**src/rtl/vector_exec_sequencer_pkg.sv**
```systemverilog
// Shared definitions for the vector execute stage: ALU opcode encodings and
// the sequencer FSM state type. Also imported by the decode stage.
package vector_exec_sequencer_pkg;

  localparam int unsigned OP_W = 3;

  localparam logic [OP_W-1:0] OP_NOP = 3'b000;
  localparam logic [OP_W-1:0] OP_XOR = 3'b001;
  localparam logic [OP_W-1:0] OP_ADD = 3'b010;
  localparam logic [OP_W-1:0] OP_SUB = 3'b011;
  localparam logic [OP_W-1:0] OP_MUL = 3'b100;
  localparam logic [OP_W-1:0] OP_SHR = 3'b101;
  localparam logic [OP_W-1:0] OP_SHL = 3'b110;
  localparam logic [OP_W-1:0] OP_INC = 3'b111;

  typedef enum logic [1:0] {
    IDLE = 2'd0,
    RUN  = 2'd1,
    DONE = 2'd2
  } state_e;

endpackage

```
**src/rtl/vector_exec_sequencer_alu.sv**
```systemverilog
// Scalar ALU shared by all vector lanes. Purely combinational.
// Ports:
//   operation_select  opcode (see package OP_*)
//   operand1/operand2 element operands, dataSize bits
//   result            truncated result, no saturation
//   neg_flag          sign of operand1 flipped in a nonzero result
//   zero_flag         result is zero
module alu
  import vector_exec_sequencer_pkg::*;
#(
  parameter int unsigned dataSize = 8
) (
  input  logic [OP_W-1:0]     operation_select,
  input  logic [dataSize-1:0] operand1,
  input  logic [dataSize-1:0] operand2,
  output logic [dataSize-1:0] result,
  output logic                neg_flag,
  output logic                zero_flag
);

  localparam int unsigned PROD_W = 2 * dataSize;
  localparam logic [dataSize-1:0] SHIFT_LIM = dataSize'(dataSize);
  localparam logic [dataSize-1:0] ONE       = dataSize'(1);

  logic [PROD_W-1:0] product;

  assign product = PROD_W'(operand1) * PROD_W'(operand2);

  // Operation select; every result is truncated to dataSize bits
  always_comb begin
    result = '0;
    case (operation_select)
      OP_NOP: result = '0;
      OP_XOR: result = operand1 ^ operand2;
      OP_ADD: result = operand1 + operand2;
      OP_SUB: result = operand1 - operand2;
      OP_MUL: result = product[dataSize-1:0];
      // Shift amount is the whole operand2; oversize amounts flush to zero
      OP_SHR: result = (operand2 >= SHIFT_LIM) ? '0 : (operand1 >> operand2);
      OP_SHL: result = (operand2 >= SHIFT_LIM) ? '0 : (operand1 << operand2);
      OP_INC: result = operand1 + ONE;
      default: result = '0;
    endcase
  end

  assign zero_flag = (result == '0);
  assign neg_flag  = (operand1[dataSize-1] != result[dataSize-1]) && !zero_flag;

endmodule

```
**src/rtl/vector_exec_sequencer.sv**
```systemverilog
// Execute-stage sequencer: accepts one vector instruction, streams its lanes
// one per cycle through a single shared ALU, and presents the assembled result
// vector and per-lane flag masks to writeback over valid/ready.
// Ports:
//   clk, rst            clock, synchronous active-high reset
//   flush               drop any in-flight vector, return to IDLE
//   in_valid/in_ready   instruction handshake (in_op, in_vec_a, in_vec_b, in_dest)
//   out_valid/out_ready result handshake (out_vec, out_neg_mask, out_zero_mask, out_dest)
module vector_exec_sequencer
  import vector_exec_sequencer_pkg::*;
#(
  parameter int unsigned dataSize    = 8,
  parameter int unsigned lanes       = 4,
  parameter int unsigned regAddrSize = 4
) (
  input  logic                        clk,
  input  logic                        rst,
  input  logic                        flush,
  input  logic                        in_valid,
  output logic                        in_ready,
  input  logic [OP_W-1:0]             in_op,
  input  logic [lanes*dataSize-1:0]   in_vec_a,
  input  logic [lanes*dataSize-1:0]   in_vec_b,
  input  logic [regAddrSize-1:0]      in_dest,
  output logic                        out_valid,
  input  logic                        out_ready,
  output logic [lanes*dataSize-1:0]   out_vec,
  output logic [lanes-1:0]            out_neg_mask,
  output logic [lanes-1:0]            out_zero_mask,
  output logic [regAddrSize-1:0]      out_dest
);

  localparam int unsigned VEC_W = lanes * dataSize;
  localparam int unsigned CNT_W = (lanes > 1) ? $clog2(lanes) : 1;
  localparam logic [CNT_W-1:0] LAST_LANE = CNT_W'(lanes - 1);

  state_e state;
  state_e state_next;

  logic [CNT_W-1:0]    lane_cnt;
  logic [OP_W-1:0]     op_q;
  logic [VEC_W-1:0]    vec_a_q;
  logic [VEC_W-1:0]    vec_b_q;
  logic [dataSize-1:0] a_lane [lanes];
  logic [dataSize-1:0] b_lane [lanes];
  logic [dataSize-1:0] lane_res;
  logic                lane_neg;
  logic                lane_zero;
  logic                accept;
  logic                last_lane;

  // Handshake; a DONE vector being taken frees the slot in the same cycle
  assign in_ready  = !rst && !flush && ((state == IDLE) || ((state == DONE) && out_ready));
  assign accept    = in_valid && in_ready;
  assign out_valid = (state == DONE);
  assign last_lane = (lane_cnt == LAST_LANE);

  // Lane views of the captured operands
  for (genvar g = 0; g < lanes; g++) begin : g_slice
    assign a_lane[g] = vec_a_q[g*dataSize +: dataSize];
    assign b_lane[g] = vec_b_q[g*dataSize +: dataSize];
  end

  alu #(
    .dataSize(dataSize)
  ) u_alu (
    .operation_select(op_q),
    .operand1        (a_lane[lane_cnt]),
    .operand2        (b_lane[lane_cnt]),
    .result          (lane_res),
    .neg_flag        (lane_neg),
    .zero_flag       (lane_zero)
  );

  // State register
  always_ff @(posedge clk) begin
    if (rst) begin
      state <= IDLE;
    end else begin
      state <= state_next;
    end
  end

  // Next-state logic; flush overrides everything
  always_comb begin
    state_next = state;
    case (state)
      IDLE: if (accept) state_next = RUN;
      RUN:  if (last_lane) state_next = DONE;
      DONE: if (out_ready) state_next = accept ? RUN : IDLE;
      default: state_next = IDLE;
    endcase
    if (flush) state_next = IDLE;
  end

  // Operand capture, lane counting and result assembly
  always_ff @(posedge clk) begin
    if (rst) begin
      lane_cnt      <= '0;
      op_q          <= OP_NOP;
      vec_a_q       <= '0;
      vec_b_q       <= '0;
      out_vec       <= '0;
      out_neg_mask  <= '0;
      out_zero_mask <= '0;
      out_dest      <= '0;
    end else if (accept) begin
      lane_cnt      <= '0;
      op_q          <= in_op;
      vec_a_q       <= in_vec_a;
      vec_b_q       <= in_vec_b;
      out_vec       <= '0;
      out_neg_mask  <= '0;
      out_zero_mask <= '0;
      out_dest      <= in_dest;
    end else if ((state == RUN) && !flush) begin
      for (int i = 0; i < lanes; i++) begin
        if (lane_cnt == CNT_W'(i)) begin
          out_vec[i*dataSize +: dataSize] <= lane_res;
          out_neg_mask[i]                 <= lane_neg;
          out_zero_mask[i]                <= lane_zero;
        end
      end
      lane_cnt <= last_lane ? '0 : lane_cnt + CNT_W'(1);
    end
  end

endmodule

```
**config.mk**
```make
export PLATFORM = sky130hd
export DESIGN_NAME = vector_exec_sequencer
export DESIGN_NICKNAME = d
export VERILOG_FILES = /design/src/rtl/vector_exec_sequencer_pkg.sv /design/src/rtl/vector_exec_sequencer_alu.sv /design/src/rtl/vector_exec_sequencer.sv
export SDC_FILE = /design/constraint.sdc
export NUM_CORES = 1
export LEC_CHECK = 0
export ABC_AREA = 1
export BUFFER_PORTS_ARGS = -buffer_cell sky130_fd_sc_hd__buf_2
export CORE_ASPECT_RATIO = 1.75
export CORE_MARGIN = 2
export CORE_UTILIZATION = 62
export DETAILED_ROUTE_END_ITERATION = 8
export PLACE_DENSITY = 0.92
export SETUP_SLACK_MARGIN = 0.02
export SLEW_MARGIN = 30
export SYNTH_ARGS = -nofsm -noshare
export SYNTH_HDL_FRONTEND = slang
export SYNTH_SLANG_ARGS = --single-unit
```
**constraint.sdc**
```tcl
create_clock -name clk -period 12.87 [get_ports clk]
set_input_delay 0.6435 -clock clk [delete_from_list [all_inputs] [get_ports clk]]
set_output_delay 0.6435 -clock clk [all_outputs]
set_load 0.01 [all_outputs]
```
# Yosys cells after proc, flatten, opt, wreduce, memory -nomap -nowiden
# Index checks and enable logic that the tools add are counted.
word_totals:
  regBits: 115
  in_bits: 76
  output_inout_bits: 46
  elab_cells: 81
classes:
  addsub: 4
  n_mul: 1
  n_lt_le_gt_ge: 2
  n_eq_ne: 16
  shift: 2
  mux: 15
  n_bitwise: 2
  reduce_logical: 21
op_table:
  columns: ["operator", "n"]
  rows:
  - ["case mux 8 bit (8 select lines)", 1]
  - ["2-to-1 mux 8 bit", 6]
  - ["binary-select mux 8 bit (select 2 bit)", 2]
  - ["equality test 3 bit (second input constant)", 4]
  - ["adder 8 x 1 -> 8 bit (second input constant)", 1]
  - ["adder 8 bit", 1]
  - ["greater-or-equal comparator 8 x 4 -> 1 bit (second input constant)", 1]
  - ["zero test 8 bit", 1]
  - ["multiplier 8 x 8 -> 8 bit", 1]
  - ["2-to-1 mux 2 bit", 4]
  - ["AND reduction 2 bit", 4]
  - ["<< shifter 8 x 8 -> 8 bit", 1]
  - [">> shifter 8 x 8 -> 8 bit", 1]
  - ["subtractor 8 bit", 1]
  - ["XOR 8 bit", 1]
  - ["equality test 2 bit (second input constant)", 3]
  - ["equality test 3 x 2 -> 1 bit (second input constant)", 2]
  - ["logical AND 1 bit", 6]
  - ["case mux 2 bit (3 select lines)", 1]
  - ["equality test 2 x 1 -> 1 bit (second input constant)", 2]
  - ["zero test 2 bit", 2]
  - ["inequality test 2 bit (second input constant)", 2]
  - ["OR reduction 2 bit", 2]
  - ["equality test 3 x 1 -> 1 bit (second input constant)", 1]
  - ["other kinds (10)", 12]

# Depth between registers and ports, before layout
depth:
  word_depth: 10
  mapped_depth: 36
  ltp_nobuf: 35

# Cells and area by module
# Synthesis repeated with hierarchy kept, for this count alone.
unflattened:
  cells_unflattened: 1235
  hier_area_um2: 7558.5
modules_own_cells:
  columns: ["module", "instances", "cells_per_inst", "area_each_um2", "seq_area_each_um2"]
  rows:
  - ["vector_exec_sequencer", 1, 752, 4991.0, 2302.2]
  - ["alu", 1, 483, 2567.5, 0.0]

# Worst setup path before layout
# OpenSTA, ideal clock, no wires.
synth_timing:
  path_type: "reg2reg"
  start: "reg lane_cnt[0]"
  end: "reg out_neg_mask[0]"
  setup_time_ps: 126
  arrival_time_ps: 4873
  required_ps: 12744
  path_slack_ps: 7871
  path_stages_with_launch: 34
  path_buffers: 2
  period_less_slack_ps: 4999
  cell_sequence: "dfxtp_1 -> buf_2 -> nand2_1 -> nand3_1 -> nand2_1 -> inv_2 -> buf_1 -> nand2_1 -> fa_1 -> fa_1 -> inv_1 -> fa_1 -> inv_1 -> fa_1 -> inv_1 -> ha_1 -> nand2_1 -> nand2_1 -> nor2_1 -> nand3_1 -> nand2_1 -> inv_1 -> nand2_1 -> nand3_1 -> nand2_1 -> inv_1 -> nand2_1 -> nand2_1 -> nand2_1 -> nand3_1 -> inv_2 -> nand2_4 -> nand2_4 -> a21oi_2"
synth_between:
  elab_chain_cells: 10
  elab_cells_between_ends: 24
  cone_classes: "add/sub: 3; mul: 1; order compare: 1; eq/ne: 1; shift: 2; mux: 9; bitwise: 2; reduce/logical: 5"
synth_rtl:
  columns: ["item", "line", "rtl"]
  rows:
  - ["start: declaration", "vector_exec_sequencer.sv:40", "logic [CNT_W-1:0] lane_cnt;"]
  - ["start signal: assignment", "vector_exec_sequencer.sv:124", "lane_cnt <= last_lane ? '0 : lane_cnt + CNT_W'(1);"]
  - ["parallel branches: the longest is 10 deep, another holds multiplier 8 x 8 -> 8 bit", null, null]
  - ["end signal: indexed assignment", "vector_exec_sequencer.sv:120", "out_neg_mask[i] <= lane_neg;"]
  - ["end: declaration", "vector_exec_sequencer.sv:28", "output logic [lanes-1:0] out_neg_mask,"]
# Parallel ways; which one is timed is not known. The select of a mux whose other input is x is not followed.
# A chain may end at the register's enable or synchronous reset.

# Final worst setup path
layout_timing:
  start: "reg lane_cnt[0]"
  end: "reg out_neg_mask[3]"
# The elaborated chain is that of the path after synthesis.

==> out/results.tsv <==
metric	value	unit
outcome	completed	
clk_path_buf_depth	2	
critical_path.top_delay_family	adder cells	
synth.top_cell.area_share	32.20	%
drt_wl_total	19.91	mm
postCtsSetupBuffers	0	
r2r-start	lane_cnt[0]	
cp-endpoint	out_neg_mask[3]	
rsz0062_at_grt	no	
synth_cell_types	36	
max_freq	0.1631	GHz
reg2reg_to	out_neg_mask[3]	
required	13230	ps
vias	7526	
area_growth	16.66	%
insertion_delay	430	ps
cts_hold_buffers	0	
crit_arrival	6490	ps
grt_usage	32.45	%
antenna_found_initial	0	
initial_core_util	64.02	%
clkTransAtPathRegs	60	ps
finalSetupViolations	0	
firstDrtPassIters	5	
viasPerCell	5.629	
crit_fanout	41	
reg2regPathDepth	34	
clkPwrFrac	51.4	%
port_buffers	121	
antennaDiodeCount	0	
syn_area	0.007149	mm2
synth-edff-count	0	
seqPwrFrac	38.8	%
power.leakage	4.197	nW
seq_area_frac_synth	32.20	%
hp-class	reg -> reg	
avgSynthCellArea	6.517	um2
ant_nets	0	
synthCells	1097	
critical_path_buf_inv_count	8	
p_switching	0.0002468	W
final_max_slew_viol_count	0	
power_density	114.5	mW/mm2
yosys_warnings	0	
drc_errors	0	
cpMostUsedCell	nand2_1	
cts_resized	0	
worst_pin_slew	805.4	ps
rows	51	
io_pins	122	
gp_congestion	0.9475	
cp-start-kind	register	
power	0.0009548	W
dp_hpwl	14.23	mm
wl_per_cell	14.89	um
synth_nets	1218	
cts.sinks	115	
synth_ff_type	dfxtp_1	
slowest_stage	fa_1	
synthArstFlopShare	0	%
intPower	0.0007079	W
synth_area_leader_cell	dfxtp_1	
drive_above_1_share	16.10	%
grt_pass1_wl	32.66	mm
synth_seq_cells	115	
max_cap_violations	0	
die-area	0.01244	mm2
critPathKind	reg -> reg	
cts_buffers	17	
final_core_util	74.69	%
cpPeakStageDelay	570	ps
cts_tree	done	
crit_start	lane_cnt[0]	
fin_crit	6132	ps
r2r_slack	6740	ps
finalCritPeriodShare	47.65	%
root_buffer	clkbuf_16	
dr.first_iter.drc_count	571	
grt_overflow	0	
relSlewSlack	46.11	%
h-tree-depth	4	
swShare	25.85	%
die_w	85.18	um
crit_path_end_kind	register	
die_y	146.1	um
worst_ir_drop_vdd	0.1381	mV
finalHoldViolations	0	
grt_max_degree	74	
p_comb_share	9.8	%
nNetsFinal	1313	
tns	0	ps
synth_area_leaders	dfxtp_1, nand2_1, inv_1	
path_depth	34	
core-area	0.01117	mm2
skew	10.39	ps
grt_pass1_vias	7297	
## sequential cells by signal, indices dropped and copies added, names as in the netlist
name	count
out_dest	4
state	2
op_q	3
out_vec	32
lane_cnt	2
out_neg_mask	4
vec_b_q	32
out_zero_mask	4
vec_a_q	32
## Yosys cell counts (3+ instances only)
master	count
fa_1	13
buf_1	6
inv_1	119
clkbuf_1	27
nor2_1	110
a21oi_1	81
xor2_1	8
nand3_2	3
nand2_2	8
dfxtp_1	115
o21ai_0	46
nor3_1	3
nand2_1	354
a21oi_2	4
inv_2	7
o21ai_1	4
buf_6	4
buf_4	3
nor2_2	5
o211ai_1	14
ha_1	32
a211oi_1	25
nand4_1	4
buf_2	11
nand3_1	77
## cells in the final DEF (no fill, tap or decap), types with 14 or more instances in the layout
cell type,n
inv_1,119
clkbuf_16,17
buf_2,121
o211ai_1,14
nor2_1,109
a211oi_1,25
o21ai_0,46
a21oi_1,81
ha_1,32
nand2_1,353
nand3_1,77
dfxtp_1,115
## power groups by stage
stage	Sequential, W	Clock [W]	Combinational (W)
3_3_place_gp	0.000377	0	0.0000889
3_5_place_dp	0.000378	0	0.0000905
5_1_grt	0.000371	0.000505	0.000104
2_1_floorplan	0.000377	0	0.0000634
6_report	0.000370	0.000491	0.0000931
4_1_cts	0.000370	0.000491	0.0000919
## cells by family (layout without fill, tap and decap cells)
logic type | count (synthesis) | in the layout | synth area share, %
AOI/OAI and AO/OA | 178 | 178 | 14.18
DFF | 115 | 115 | 32.20
xor gates and xnor gates | 9 | 9 | 1.103
buffers and inverters | 178 | 286 | 10.12
adders and majority gates | 45 | 45 | 9.240
and+or+nand+nor | 571 | 571 | 32.85
muxes | 1 | 1 | 0.3150
## worst min path at each step
stage                     start          end  slack, ps  depth (start not counted)
global placement    vec_a_q[18]  vec_a_q[18]        450                          2
detailed placement  vec_a_q[18]  vec_a_q[18]        450                          2
CTS                 vec_a_q[18]  vec_a_q[18]        460                          2
global route        in_vec_b[7]   vec_b_q[7]        480                          3
floorplan           vec_a_q[18]  vec_a_q[18]        430                          2
finish              vec_a_q[18]  vec_a_q[18]        460                          2
## worst register-to-register path, delay by kind of cell (launching register included)
family / cells / cell delay, ps
AND/OR/NAND/NOR: 20 / 1970
AO/OA/AOI/OAI: 1 / 120
buffers and inverters: 8 / 1360
adder cells (fa/ha/maj): 5 / 2330
flip-flops: 1 / 300
## stage by stage
| step | cell area (um2) | cells | hold slack [ps] | setup WS (ps) |
|---|---|---|---|---|
| floorplan | 7149 | 1097 | 434.4 | 7871 |
| finish | 8341 | 1337 | 459.4 | 6738 |
| global placement | 7721 | 1305 | 450.8 | 7040 |
| global route | 8341 | 1337 | 480.3 | 6142 |
| detailed placement | 7724 | 1305 | 451.4 | 6841 |
| CTS | 8341 | 1337 | 461.6 | 6769 |
## metal layers
metal | part of all wire, % | routed length [um] | track usage, % | vias to the layer above
met5 | 0 | 0 | 0 | -
met4 | 6.5 | 1299 | 21.43 | 0
met3 | 5.5 | 1090 | 5.992 | 92
met2 | 52 | 10320 | 57.19 | 311
met1 | 36 | 7196 | 34.33 | 3435
li1 | - | - | - | 3688
## layout make-up
| cell class | instances | area [um2] |
|---|---|---|
| clock buffer | 18 | 439.2 |
| clock inverter | 14 | 177.7 |
| fill | 891 | 2826 |
| inverter | 127 | 476.7 |
| multi-input combinational | 804 | 4129 |
| sequential | 115 | 2302 |
| tap | 132 | 165.2 |
| timing repair buffer | 127 | 650.6 |
Note: power is estimated with default switching activity, not from simulation.
